[src/rtl/demux_reg_pkg.sv]
// Shared types and defaults for the registered 1-to-N demultiplexer.
// Lane-state encoding, default datapath sizes and a power-of-two helper.
package demux_reg_pkg;

    localparam int DEFAULT_DATA_WIDTH = 8;
    localparam int DEFAULT_NUM_OUT    = 4;

    typedef enum logic {
        LANE_EMPTY = 1'b0,
        LANE_FULL  = 1'b1
    } lane_state_e;

    function automatic bit is_pow2_ge2(input int n);
        return (n >= 2) && ((n & (n - 1)) == 0);
    endfunction

endpackage

[src/rtl/demux_reg_if.sv]
// Source/consumer bus of demux_reg: write side (D, S, in_valid/in_ready)
// plus the per-lane output side (Y, out_valid/out_ack, busy).
interface demux_reg_if
    import demux_reg_pkg::*;
#(
    parameter int DATA_WIDTH = DEFAULT_DATA_WIDTH,
    parameter int NUM_OUT    = DEFAULT_NUM_OUT
);
    localparam int SEL_WIDTH = $clog2(NUM_OUT);

    logic [DATA_WIDTH-1:0]         D;
    logic [SEL_WIDTH-1:0]          S;
    logic                          in_valid;
    logic                          in_ready;
    logic [NUM_OUT*DATA_WIDTH-1:0] Y;
    logic [NUM_OUT-1:0]            out_valid;
    logic [NUM_OUT-1:0]            out_ack;
    logic                          busy;

    modport master (
        output D, S, in_valid, out_ack,
        input  in_ready, Y, out_valid, busy
    );

    modport slave (
        input  D, S, in_valid, out_ack,
        output in_ready, Y, out_valid, busy
    );

endinterface

[src/rtl/demux_lane.sv]
// One output lane of demux_reg: a 1-deep holding register with valid/ack.
//
//   state      | meaning
//   LANE_EMPTY | no unconsumed word; q keeps the last value taken
//   LANE_FULL  | q holds a word the consumer has not yet acked
module demux_lane
    import demux_reg_pkg::*;
#(
    parameter int DATA_WIDTH = DEFAULT_DATA_WIDTH
) (
    input  logic                  clk,
    input  logic                  reset,
    input  logic                  wr,
    input  logic [DATA_WIDTH-1:0] wdata,
    input  logic                  ack,
    output logic [DATA_WIDTH-1:0] q,
    output logic                  valid
);

    lane_state_e           state_q, state_d;
    logic [DATA_WIDTH-1:0] data_q,  data_d;

    always_ff @(posedge clk or posedge reset) begin
        if (reset) begin
            state_q <= LANE_EMPTY;
            data_q  <= '0;
        end else begin
            state_q <= state_d;
            data_q  <= data_d;
        end
    end

    // Ack and write in the same cycle keeps the lane FULL with the new word.
    always_comb begin
        state_d = state_q;
        data_d  = data_q;
        if (wr) begin
            data_d = wdata;
        end
        case (state_q)
            LANE_EMPTY: if (wr)         state_d = LANE_FULL;
            LANE_FULL:  if (ack && !wr) state_d = LANE_EMPTY;
            default:                    state_d = LANE_EMPTY;
        endcase
    end

    assign q     = data_q;
    assign valid = (state_q == LANE_FULL);

endmodule

[src/rtl/demux_reg.sv]
// Registered 1-to-NUM_OUT demultiplexer: steers D into lane S when that lane
// is empty or being acked this cycle; the source stalls otherwise.
module demux_reg
    import demux_reg_pkg::*;
#(
    parameter int DATA_WIDTH = DEFAULT_DATA_WIDTH,
    parameter int NUM_OUT    = DEFAULT_NUM_OUT
) (
    input  logic        clk,
    input  logic        reset,
    demux_reg_if.slave  bus
);

    localparam int SEL_WIDTH = $clog2(NUM_OUT);

    if (!is_pow2_ge2(NUM_OUT)) begin : g_bad_num_out
        $error("demux_reg: NUM_OUT must be a power of two and >= 2");
    end

    logic [NUM_OUT-1:0]            wr;
    logic [NUM_OUT-1:0]            valid;
    logic [NUM_OUT*DATA_WIDTH-1:0] y;
    logic                          ready;
    logic [SEL_WIDTH-1:0]          sel;

    assign sel   = bus.S;
    assign ready = ~valid[sel] | bus.out_ack[sel];

    always_comb begin
        wr = '0;
        if (bus.in_valid && ready) begin
            wr[sel] = 1'b1;
        end
    end

    for (genvar k = 0; k < NUM_OUT; k++) begin : g_lane
        demux_lane #(
            .DATA_WIDTH (DATA_WIDTH)
        ) u_lane (
            .clk   (clk),
            .reset (reset),
            .wr    (wr[k]),
            .wdata (bus.D),
            .ack   (bus.out_ack[k]),
            .q     (y[k*DATA_WIDTH +: DATA_WIDTH]),
            .valid (valid[k])
        );
    end

    // busy is an OR of the valid flops, so it moves on the same edge as out_valid.
    assign bus.in_ready  = ready;
    assign bus.Y         = y;
    assign bus.out_valid = valid;
    assign bus.busy      = |valid;

endmodule

[src/flat_wrapper.sv]
// flat-port wrapper written by rule: the top's interface ports become plain ports
module demux_reg_flat import demux_reg_pkg::*;
#(
    parameter int DATA_WIDTH = DEFAULT_DATA_WIDTH,
    parameter int NUM_OUT    = DEFAULT_NUM_OUT
)
  (clk, reset, bus_D, bus_S, bus_in_valid, bus_out_ack, bus_in_ready, bus_Y, bus_out_valid, bus_busy);
  demux_reg_if #(.DATA_WIDTH(DATA_WIDTH), .NUM_OUT(NUM_OUT)) bus_i ();
  input  logic clk;
  input  logic reset;
  input wire logic [$bits(bus_i.D)-1:0] bus_D;
  input wire logic [$bits(bus_i.S)-1:0] bus_S;
  input wire logic [$bits(bus_i.in_valid)-1:0] bus_in_valid;
  input wire logic [$bits(bus_i.out_ack)-1:0] bus_out_ack;
  output wire logic [$bits(bus_i.in_ready)-1:0] bus_in_ready;
  output wire logic [$bits(bus_i.Y)-1:0] bus_Y;
  output wire logic [$bits(bus_i.out_valid)-1:0] bus_out_valid;
  output wire logic [$bits(bus_i.busy)-1:0] bus_busy;
  assign bus_i.D = bus_D;
  assign bus_i.S = bus_S;
  assign bus_i.in_valid = bus_in_valid;
  assign bus_i.out_ack = bus_out_ack;
  assign bus_in_ready = bus_i.in_ready;
  assign bus_Y = bus_i.Y;
  assign bus_out_valid = bus_i.out_valid;
  assign bus_busy = bus_i.busy;
  demux_reg #(.DATA_WIDTH(DATA_WIDTH), .NUM_OUT(NUM_OUT)) u_core (.clk(clk), .reset(reset), .bus(bus_i));
endmodule
[config.mk]
export PLATFORM = sky130hd
export DESIGN_NAME = demux_reg_flat
export DESIGN_NICKNAME = d
export VERILOG_FILES = /design/src/rtl/demux_reg_pkg.sv /design/src/rtl/demux_reg_if.sv /design/src/rtl/demux_lane.sv /design/src/rtl/demux_reg.sv /design/src/flat_wrapper.sv
export SDC_FILE = /design/constraint.sdc
export NUM_CORES = 1
export LEC_CHECK = 0
export ABC_AREA = 1
export BUFFER_PORTS_ARGS = -buffer_cell sky130_fd_sc_hd__buf_2
export CORE_MARGIN = 5
export CORE_UTILIZATION = 47
export CTS_BUF_LIST = sky130_fd_sc_hd__clkbuf_2 sky130_fd_sc_hd__clkbuf_4 sky130_fd_sc_hd__clkbuf_8
export CTS_CLUSTER_DIAMETER = 200
export CTS_CLUSTER_SIZE = 24
export DETAILED_ROUTE_END_ITERATION = 7
export HOLD_SLACK_MARGIN = 0.02
export PLACE_DENSITY = 0.77
export SLEW_MARGIN = 20
export SYNTH_ARGS = -nofsm -noshare
export SYNTH_HDL_FRONTEND = slang
export SYNTH_SLANG_ARGS = --single-unit
[constraint.sdc]
create_clock -name clk -period 1 [get_ports clk]
set_input_delay 0.15 -clock clk [delete_from_list [all_inputs] [get_ports clk]]
set_output_delay 0.15 -clock clk [all_outputs]
set_load 0.01 [all_outputs]
# [Word level (Yosys, flattened, before mapping)]
# Cells that the tools add are included.
[word_totals] regBits=36 input_bits=17 out_inout_bits=38 wordCells=46
[op_classes] n_lt_le_gt_ge=2 mux=19 bitwise=6 n_reduce_logical=11
[op_table] op="two-way mux 1 bit" count=11
[op_table] op="case mux 1 bit (2 select lines)" count=4
[op_table] op="logical AND 1 bit" count=6
[op_table] op="NOT 1 bit" count=5
[op_table] op="binary-select mux 1 bit (select 2 bit)" count=2
[op_table] op="zero test 1 bit" count=4
[op_table] op="two-way mux 4 bit" count=1
[op_table] op="OR reduction 4 bit" count=1
[op_table] op="< comparator 2 x 3 -> 1 bit, second input constant" count=1
[op_table] op="demux 1 bit (select 2 bit)" count=1
[op_table] op=">= comparator 2 x 1 -> 1 bit, second input constant" count=1
[op_table] op="bitwise OR 1 bit" count=1

# [Depth between registers and ports, before layout]
# Gate-level depths: netlist of run 1.
[logic_depth] ltp_word=10 mapped_depth=10 ltp_nobuf=9

# [Modules after synthesis]
# From an unflattened synthesis of run 1, not the netlist that was laid out.
[hier_totals] cells_unflattened=189 area_unflattened_um2=1556.5
[by_module_without_submodules] mod="demux_lane" instances=4 cells_per_inst=39 area_each_um2=345.3 seq_area_each_um2=225.2
[by_module_without_submodules] mod="demux_reg" instances=1 cells_per_inst=33 area_each_um2=175.2 seq_area_each_um2=0.0

# [Worst setup path before layout of run 1]
# OpenSTA, ideal clock, no wires.
[synth_path] path_kind="reg-to-reg" start="reg u_core.g_lane[3].u_lane.state_q" end="reg u_core.g_lane[1].u_lane.data_q[1]" setup_time_ns=0.117 arrival_ns=0.979 required_time_ns=0.883 slack_ns=-0.096 path_stages_with_launch=9 n_path_buf=0 period_less_slack_ns=1.096 cell_sequence="dfrtp_1 nand2_1 nand2_1 nand2_1 nand2_2 nand2_8 nand3_4 nand2_1 nand2_1"
[synth_between] elab_chain_len=6
[synth_rtl] element="start: declaration" line="demux_lane.sv:20" rtl="lane_state_e state_q, state_d;"
[synth_rtl] element="start signal: assignment" line="demux_lane.sv:28" rtl="state_q <= state_d;"
[synth_rtl] element="binary-select mux 1 bit (select 2 bit)" line="demux_reg.sv:27" rtl="assign ready = ~valid[sel] | bus.out_ack[sel];"
[synth_rtl] element="two-way mux 1 bit (implied by the code)" line="demux_reg.sv:27"
[synth_rtl] element="NOT 1 bit" line="demux_reg.sv:27"
[synth_rtl] element="bitwise OR 1 bit" line="demux_reg.sv:27"
[synth_rtl] element="logical AND 1 bit" line="demux_reg.sv:31" rtl="if (bus.in_valid && ready) begin"
[synth_rtl] element="two-way mux 4 bit" line="demux_reg.sv:31"
[synth_rtl] element="end signal: assignment" line="demux_lane.sv:29" rtl="data_q <= data_d;"
[synth_rtl] element="end: declaration" line="demux_lane.sv:21" rtl="logic [DATA_WIDTH-1:0] data_q, data_d;"
# Every way passes these cells. The select of a mux whose other input is x is not followed.
# A chain may end at the register's enable or synchronous reset.

# [Worst setup path in the final report of run 1]
[layout_path] start="reg u_core.g_lane[1].u_lane.state_q" end="reg u_core.g_lane[1].u_lane.data_q[5]"
[layout_between] elab_chain_len=6
[layout_rtl] element="start: declaration" line="demux_lane.sv:20"
[layout_rtl] element="start signal: assignment" line="demux_lane.sv:28"
[layout_rtl] element="binary-select mux 1 bit (select 2 bit)" line="demux_reg.sv:27"
[layout_rtl] element="two-way mux 1 bit (implied by the code)" line="demux_reg.sv:27"
[layout_rtl] element="NOT 1 bit" line="demux_reg.sv:27"
[layout_rtl] element="bitwise OR 1 bit" line="demux_reg.sv:27"
[layout_rtl] element="logical AND 1 bit" line="demux_reg.sv:31"
[layout_rtl] element="two-way mux 4 bit" line="demux_reg.sv:31"
# Every way passes these cells. The select of a mux whose other input is x is not followed.

==> metrics.csv, run 1 <==
stage,metric,value,unit
route,routed_via_density,5.23,
placed_design,io_buffers,54,
critical_path,worstSetupStartpointType,flip-flop,
critical_path,slowest_stage,dfrtp_1,
critical_path,crit_path_end_kind,flip-flop,
cells_and_area,finalInstanceArea,0.00240,sq mm
clocking,htreeDepth,2,
synthesis,synth-simple-area-share,38.2,%
synthesis,synth_fa_ha_area_share,0,%
cells_and_area,areaGrowthSynthToFinish,37.9,%
global_route,grt_pass1_vias,1595,
timing,whs,79.9,ps
clocking,cts_root_buf,clkbuf_8,
route,dr_total_vias,1627,
clocking,cts_buffers,5,
timing,slew_violations,0,
critical_path,crit_required,1170,ps
synthesis,syn_nets,200,
die,rows,22,
critical_path,worstPathMaxFanout,6,
cells_and_area,nets,279,
worst_hold_path,min_path_type,input port to flip-flop,
critical_path,critPathKind,flip-flop to flip-flop,
critical_path,crit_chain,"nand2_1, nand2_1, nand2_2, nand2_4, nand2_8, buf_6, buf_4, nand4_1, nand2_1",
pwr,p_total,4.14,mW
synthesis,ys_warn_count,0,
synthesis,synth-compound-area-share,1.15,%
clocking,clk_latency,290,ps
die,die_x,70.9,microns
run_status,violations,negative setup slack,
timing,finalWorstSetupSlack,-322,ps
die,core,0.00363,sq mm
synthesis,synth_top_family_by_area,simple AND/OR/NAND/NOR gates,
timing,hold_viol_final,0,
cells_and_area,antennaDiodeCount,0,
synthesis,ys_ff_latch,36,
timing,max_slew_margin,80.4,%
die,die_h,70.9,microns
timing,finalCriticalPeriod,1320,ps
cells_and_area,final_util,66.0,%
synthesis,ys_types,22,
pwr,powerDensity,1730,mW/mm^2
die,io_pins,55,
critical_path,cpPeakStageDelay,380,ps
synthesis,synth_area_per_cell,9.51,sq um
placed_design,routabilityCongestion,0.804,
placed_design,place_area,0.00210,sq mm
timing,tightestPinTransition,294,ps
critical_path,critPathMostFrequentCell,nand2_1,
cells_and_area,final.fill_count,305,
die,die_area,0.00502,sq mm
die,start_util,47.9,%
route,wire_per_inst,15.6,microns
timing,max_freq,756,MHz
critical_path,cp_num_buf_inv,2,
timing,rsz0062_at_grt,yes,
synthesis,yosysSeqAreaShare,51.8,%
placed_design,pre_cts_slack,-378,ps
global_route,grt_pass1_wl,7.69,mm
clocking,numClockSinks,36,
cells_and_area,layout_commonest_cell,nand2_1,
timing,setup_viol,42,
global_route,gr-total-overflow,0,
synthesis,synth_xor_area_share,0,%
global_route,antenna_found_initial,0,
route,totalWireLength,4.84,mm
route,antenna_left,0,
critical_path,path_delay_family,simple AND/OR/NAND/NOR gates,
timing,skew,7.83,ps
synthesis,synthCells,183,
flow_run,maxCapViolCount,0,
run_status,outcome,"finished, violations left",
global_route,grtUsageTotal,20.3,%
cells_and_area,final_cell_mix,"nand2_1, buf_2, dfrtp_1, nand4_1, buf_4",
pwr,power_leakage,1.29,nW
clocking,path_clk_slew,70,ps
route,drt-pass1-iter-count,4,
global_route,grt_max_degree,41,
route,drc,0,
timing,fin_crit_sh,132,%
critical_path,cp.arrival,1490,ps
synthesis,netlist_area,0.00174,sq mm
cells_and_area,drive_gt1_share,43.7,%
route,drtIter0Drc,165,
clocking,clock_path_buffers,2,
synthesis,muxShareOfSynthArea,0,%
placed_design,hpwl,3.05,mm
clocking,cts_tree,built,
pwr,ir_worst_vdd,1.01,mV
==> metal layers <==
metal  routed length [microns]  vias to the layer above  GRT usage [%]
li1                          -                      783              -
met1                      1890                      750           24.1
met2                      2440                       86           34.3
met3                       422                        8           5.26
met4                        89                        0           9.19
met5                         0                        -              0
==> path summary, 6_finish.rpt <==
path                                                                from                                  endpoint  slack (ps)  depth (start not counted)
worst max-delay path             u_core.g_lane[1].u_lane.valid$_DFF_PP0_  u_core.g_lane[1].u_lane.q[5]$_DFFE_PP0P_        -320                          9
worst min-delay path                                      bus_out_ack[0]   u_core.g_lane[0].u_lane.valid$_DFF_PP0_          80                          2
max in group asynchronous                                          reset  u_core.g_lane[3].u_lane.q[1]$_DFFE_PP0P_         370                          4
worst max register to register   u_core.g_lane[1].u_lane.valid$_DFF_PP0_  u_core.g_lane[1].u_lane.q[5]$_DFFE_PP0P_        -320                          9
min in group asynchronous                                          reset  u_core.g_lane[1].u_lane.q[7]$_DFFE_PP0P_         440                          4
worst min register to register  u_core.g_lane[2].u_lane.q[3]$_DFFE_PP0P_  u_core.g_lane[2].u_lane.q[3]$_DFFE_PP0P_         470                          2
==> cell families after synthesis <==
| family | Yosys count |
|---|---|
| compound gates | 4 |
| buf+inv | 21 |
| flops | 36 |
| simple gates | 122 |
==> what timing repair did <==
action | 4_1_cts | 5_1_grt
setup endpoints to repair | 42 | 47
buffers inserted | 7 | 1
gates cloned | 5 | 0
pin swaps | 5 | 1
hold buffers | 1 | 0
hold endpoints to repair | 36 | 0
resized for setup | 15 | 9
==> state kept, by name, indices dropped and copies added, names as in the netlist <==
signal and cells:
u_core.g_lane.u_lane.q 32, u_core.g_lane.u_lane.valid 4
==> synth_stat cells (all sizes together) <==
library cell	n	area share (%)
o21ai	4	1.2
nand2	78	19
inv	7	1.7
nand4	33	12
nor2	4	2.5
buf	13	7.0
nand3	7	5.2
dfrtp	36	52
clkinv	1	0.22
==> stage by stage <==
step | std cells | setup TNS (ps)
3_3_place_gp | 289 | -10950
2_1_floorplan | 183 | -2850
6_report | 311 | -10500
4_1_cts | 310 | -9770
3_5_place_dp | 289 | -12330
5_1_grt | 311 | -14100
==> cell type report <==
| class | count | area [sq um] | share of cell area (%) |
|---|---|---|---|
| repair buffers | 80 | 547 | 22.8 |
| clock buffers | 6 | 82.6 | 3.44 |
| inverters | 8 | 35.0 | 1.46 |
| multi-input cells | 131 | 764 | 31.9 |
| well taps | 48 | 60.1 | 2.50 |
| clock inverters | 2 | 10.0 | 0.417 |
| flip-flops and latches | 36 | 901 | 37.5 |
==> power by group <==
| part | total, mW | leakage [nW] | switching (mW) | internal [mW] |
|---|---|---|---|---|
| combinational | 1.22 | 0.788 | 0.698 | 0.521 |
| sequential | 1.87 | 0.452 | 0.144 | 1.73 |
| clock | 1.05 | 0.0510 | 0.501 | 0.549 |
Power figures use the tool's default switching activity.
==> run 2, diff against run 1 <==
Settings changed: CAP_MARGIN from default to 40, REMOVE_ABC_BUFFERS from default to 1, SETUP_SLACK_MARGIN from default to 0.02.
==> run 2 against run 1 <==
  * The run still ends with negative setup slack left
  * Clock power grew 22%
  * Hold slack lost 12 ps
  * Clock-buffer cell count decreased by 1
  * Sequential share of layout area fell by 0.99 points
  * Fmax increased by 1.6%
  * Die area did not move
==> metrics.csv, run 2 (synthesis results as in run 1) <==
stage,metric,value,unit
run_status,outcome,"finished, violations left",
run_status,violations,negative setup slack,
timing,max_slew_margin,80.8,%
placed_design,io_buffers,54,
clocking,cts_buffers,5,
pwr,swShare,31.1,%
placed_design,pre_cts_slack,-324,ps
worst_hold_path,min-delay-start,bus_out_ack[1],
flow_run,maxCapViolCount,0,
cells_and_area,final_cell_mix,"nand2_1, buf_2, dfrtp_1, nand4_1, buf_4",
pwr,switchingPower,1.39,mW
clocking,path_clk_slew,70,ps
clocking,clk_latency,300,ps
placed_design,routabilityCongestion,0.801,
global_route,grt_pass1_wl,7.48,mm
cells_and_area,drive_gt1_share,44.0,%
critical_path,worstSetupStartpointType,flip-flop,
route,routed_via_density,5.22,
global_route,grt_pass1_vias,1599,
die,io_pins,55,
global_route,grtUsageTotal,19.1,%
cells_and_area,areaGrowthSynthToFinish,41.6,%
die,start_util,47.9,%
route,antenna_left,0,
timing,whs,67.5,ps
route,drc,0,
cells_and_area,antennaDiodeCount,0,
timing,slew_violations,0,
critical_path,r2r-start,u_core.g_lane[1].u_lane.valid$_DFF_PP0_,
pwr,power_leakage,1.33,nW
timing,fin_crit_sh,130,%
critical_path,cpPeakStageDelay,360,ps
critical_path,cp_num_buf_inv,1,
clocking,clock_path_buffers,2,
clocking,cts_root_buf,clkbuf_8,
timing,max_freq,769,MHz
die,die_area,0.00502,sq mm
pwr,powerDensity,1820,mW/mm^2
critical_path,slowest_stage,dfrtp_1,
worst_hold_path,min_path_type,input port to flip-flop,
timing,skew,9.44,ps
pwr,power.internal,3.09,mW
cells_and_area,layout_commonest_cell,nand2_1,
timing,finalCriticalPeriod,1300,ps
critical_path,crit_chain,"nand2_1, nand2_1, nand2_1, nand2_2, nand2_8, buf_6",
pwr,p_seq_share,41.9,%
timing,rsz0062_at_grt,yes,
die,die_h,70.9,microns
critical_path,critPathKind,flip-flop to output pin,
global_route,antenna_found_initial,0,
timing,hold_viol_final,0,
global_route,gr-total-overflow,0,
route,dr_total_vias,1650,
route,drt-pass1-iter-count,4,
timing,tightestPinTransition,288,ps
pwr,clockPowerShare,28.6,%
placed_design,hpwl,3.04,mm
cells_and_area,largest_reg_flops,32,
clocking,cts_tree,built,
die,core,0.00363,sq mm
critical_path,setup.worst_path.start,u_core.g_lane[1].u_lane.valid$_DFF_PP0_,
critical_path,worstPathMaxFanout,4,
critical_path,crit_path_end_kind,output pin,
pwr,ir_worst_vdd,1.12,mV
timing,finalWorstSetupSlack,-301,ps
cells_and_area,nets,284,
die,rows,22,
critical_path,path_delay_family,simple AND/OR/NAND/NOR gates,
pwr,power_frac_comb,29.5,%
route,drtIter0Drc,119,
critical_path,critPathMostFrequentCell,nand2_1,
timing,setup_viol,43,
global_route,grt_max_degree,40,
route,wire_per_inst,14.9,microns
clocking,numClockSinks,36,
clocking,htreeDepth,2,
critical_path,cp.arrival,1150,ps
critical_path,crit_required,850,ps
route,totalWireLength,4.71,mm
die,die_x,70.9,microns
-- run 2: cell types whose count changed in the layout (fill, tap and decap cells not counted), moves of 2 or more --
cell / before / now
buf_4: 18 / 25
nand2_4: 3 / 1
nand2_1: 71 / 73
buf_12: 2 / 4
nand3_2: 3 / 1
-- run 2: final timing paths --
kind	slack, ps	endpoint	depth (start not counted)
hold reg to reg	470	u_core.g_lane[0].u_lane.q[2]$_DFFE_PP0P_	2
max in group asynchronous	380	u_core.g_lane[2].u_lane.q[7]$_DFFE_PP0P_	4
setup reg to reg	-280	u_core.g_lane[0].u_lane.q[7]$_DFFE_PP0P_	9
min in group asynchronous	430	u_core.g_lane[3].u_lane.valid$_DFF_PP0_	4
hold / removal	70	u_core.g_lane[1].u_lane.valid$_DFF_PP0_	2
setup / recovery	-300	bus_in_ready	6
-- run 2: repair_timing --
item                       4_1_cts  5_1_grt
hold endpoints to repair        36        0
setup endpoints to repair       53       72
pin swaps                        5        2
gates cloned                     3        0
hold buffers                     1        0
setup buffers                    9        9
resized for setup               12        8
-- run 2: final cells by class --
type | count | area, sq um
multi-input combinational | 129 | 741
inverter | 8 | 32.5
clock buffer | 5 | 68.8
sequential | 36 | 901
tap | 48 | 60.1
fill | 281 | 1170
clock inverter | 3 | 42.5
timing repair buffer | 87 | 619
-- run 2: stage by stage --
stage	power (mW)	cell area [sq um]	std cells	util, %	setup TNS (ps)
global route	4.73	2460	316	67.8	-13730
floorplan	2.41	1620	170	-	-7970
global placement	2.94	2100	286	57.9	-9800
finish	4.48	2460	316	67.8	-9820
detailed placement	2.97	2100	286	57.9	-11220
CTS	4.37	2370	307	65.2	-9750
-- run 2: per-layer routing --
metal	track usage [%]	wire (microns)	up-vias
li1	-	-	793
met1	22.7	1900	784
met2	31.6	2360	55
met3	5.26	246	18
met4	10.0	205	0
met5	0	0	-
-- run 2: worst reg2reg max path, delay by kind of cell (launching register included) --
family        cells  cell delay (ps)
buf+inv           2              280
simple gates      7              530
flops             1              360
-- run 2: power groups by stage --
| stage | Combinational, mW | Sequential [mW] | Clock, mW |
|---|---|---|---|
| after CTS | 1.19 | 1.87 | 1.30 |
| after detailed placement | 1.07 | 1.90 | 0 |
| final | 1.32 | 1.88 | 1.28 |
| after floorplan | 0.374 | 2.03 | 0 |
| after global routing | 1.46 | 1.91 | 1.36 |
| after global placement | 1.04 | 1.90 | 0 |
==> run 3, diff against run 2 <==
Settings changed: CELL_PAD_IN_SITES_DETAIL_PLACEMENT from default to 1, CELL_PAD_IN_SITES_GLOBAL_PLACEMENT from default to 1, CORE_UTILIZATION 47 to 35, PLACE_DENSITY 0.77 to default, PLACE_DENSITY_LB_ADDON from default to 0.1.
==> run 3 against run 2 <==
  * The flow still finishes with violations (negative setup slack)
  * Highest routed layer unchanged
  * Clock skew fell by 4.0 ps
  * Hold slack worse by 25 ps
  * Non-clock buffer count grew 13
  * Combinational power is 20% higher
  * Register-to-register slack worse by 20 ps
  * Largest cell class unchanged
  * Critical path depth stayed put
  * Via count up 4.4%
==> metrics.csv, run 3 (synthesis results as in run 1) <==
stage,metric,value,unit
critical_path,r2r_slack,-300,ps
die,io_pins,55,
clocking,clock_path_buffers,2,
cells_and_area,nets,299,
critical_path,crit_path_end_kind,output pin,
timing,skew,5.45,ps
timing,max_freq,765,MHz
global_route,grt_pass1_vias,1832,
die,die_area,0.00648,sq mm
cells_and_area,areaGrowthSynthToFinish,54.4,%
route,routed_via_density,4.94,
critical_path,critPathMostFrequentCell,nand2_1,
die,start_util,36.4,%
route,drc,0,
placed_design,routabilityCongestion,0.813,
timing,slew_violations,0,
critical_path,cp.arrival,1160,ps
timing,rsz0062_at_grt,yes,
run_status,violations,negative setup slack,
global_route,gr-total-overflow,0,
run_status,outcome,"finished, violations left",
cells_and_area,multi_input_area,833,sq um
critical_path,cpPeakStageDelay,360,ps
cells_and_area,final_cell_mix,"nand2_1, buf_2, dfrtp_1, buf_4, nand4_1",
pwr,p_total,4.57,mW
die,rows,25,
critical_path,worstPathMaxFanout,4,
cells_and_area,largest_reg_flops,32,
cells_and_area,final.fill_count,569,
clocking,clk_latency,280,ps
pwr,ir_worst_vdd,0.824,mV
die,die_h,80.5,microns
clocking,cts_buffers,5,
placed_design,hpwl,3.81,mm
pwr,powerDensity,1700,mW/mm^2
cells_and_area,layout_commonest_cell,nand2_1,
clocking,htreeDepth,2,
critical_path,crit_chain,"nand2_1, nand2_1, nand2_2, nand2_4, nand2_8, buf_6",
global_route,grt_pass1_wl,9.29,mm
cells_and_area,antennaDiodeCount,0,
die,die_x,80.5,microns
clocking,numClockSinks,36,
route,drtIter0Drc,80,
placed_design,io_buffers,54,
global_route,grtUsageTotal,19.0,%
timing,setup_viol,42,
flow_run,maxCapViolCount,0,
route,drt-pass1-iter-count,4,
worst_hold_path,min_path_type,input port to flip-flop,
clocking,cts_root_buf,clkbuf_8,
route,dr_total_vias,1723,
die,core,0.00479,sq mm
timing,whs,42.3,ps
cells_and_area,seqCellArea,901,sq um
cells_and_area,final_util,56.2,%
critical_path,worstSetupStartpointType,flip-flop,
timing,finalCriticalPeriod,1310,ps
global_route,antenna_found_initial,0,
route,antenna_left,0,
cells_and_area,drive_gt1_share,55.0,%
clocking,path_clk_slew,70,ps
timing,finalWorstSetupSlack,-308,ps
timing,max_slew_margin,79.0,%
critical_path,critPathKind,flip-flop to output pin,
pwr,power_leakage,1.41,nW
critical_path,slowest_stage,dfrtp_1,
route,wire_per_inst,16.6,microns
timing,hold_viol_final,0,
timing,tightestPinTransition,314,ps
placed_design,pre_cts_slack,-376,ps
clocking,cts_tree,built,
route,totalWireLength,5.78,mm
global_route,grt_max_degree,41,
timing,tns,-9970,ps
critical_path,crit_required,850,ps
timing,fin_crit_sh,131,%
==> run 3: cell types whose count changed in the layout (fill, tap and decap cells not counted), sizes merged <==
| cell | previous run | this run |
|---|---|---|
| clkinv | 2 | 1 |
| bufinv | 1 | 0 |
| clkinvlp | 1 | 0 |
| buf | 86 | 99 |
| nand2 | 78 | 79 |
| nand3 | 10 | 11 |
| clkbuf | 5 | 7 |
==> run 3: power by group <==
group          internal [mW]  switching, mW
clock                  0.613          0.482
combinational          0.781          0.809
sequential              1.73          0.158
==> run 3: routing by layer <==
metal	vias up	part of all wire, %	track usage, %
met1	847	42	23.3
li1	821	-	-
met2	45	52	32.5
met3	10	4.0	4.71
met4	0	1.7	6.25
met5	-	0	0
==> run 3: path summary, 6_finish.rpt <==
path                                                     startpoint                                        to  depth (start not counted)
max in group asynchronous                                     reset  u_core.g_lane[2].u_lane.q[1]$_DFFE_PP0P_                          4
max                         u_core.g_lane[3].u_lane.valid$_DFF_PP0_                              bus_in_ready                          6
min in group asynchronous                                     reset  u_core.g_lane[1].u_lane.q[0]$_DFFE_PP0P_                          4
max reg2reg                 u_core.g_lane[3].u_lane.valid$_DFF_PP0_  u_core.g_lane[3].u_lane.q[1]$_DFFE_PP0P_                          9
min reg2reg                u_core.g_lane[3].u_lane.q[5]$_DFFE_PP0P_  u_core.g_lane[3].u_lane.q[5]$_DFFE_PP0P_                          2
min                                                  bus_out_ack[3]   u_core.g_lane[3].u_lane.valid$_DFF_PP0_                          2
==> run 3: area by class of cell <==
type                       instances  area share, %
timing repair buffer             100           27.4
clock buffer                       7           3.58
multi-input combinational        131           31.0
inverter                           8           1.40
sequential                        36           33.5
tap                               67           3.12
==> run 3: stage by stage <==
stage	std cells	area (sq um)
6_report	349	2690
5_1_grt	349	2690
4_1_cts	328	2460
3_5_place_dp	311	2150
3_3_place_gp	311	2150
2_1_floorplan	170	1620
==> run 3: critical path: cells and delay by family, from the launching register on <==
kind                   cells  cell delay (ps)
DFF                        1              360
and+or+nand+nor            5              380
buffers and inverters      1              130
==> run 3: what timing repair did <==
item,4_1_cts,5_1_grt
gates resized for setup,30,24
setup endpoints to repair,45,69
hold buffers,1,0
endpoints found under the hold margin,36,0
gates cloned,5,0
setup buffers,4,21
pin swaps,18,5
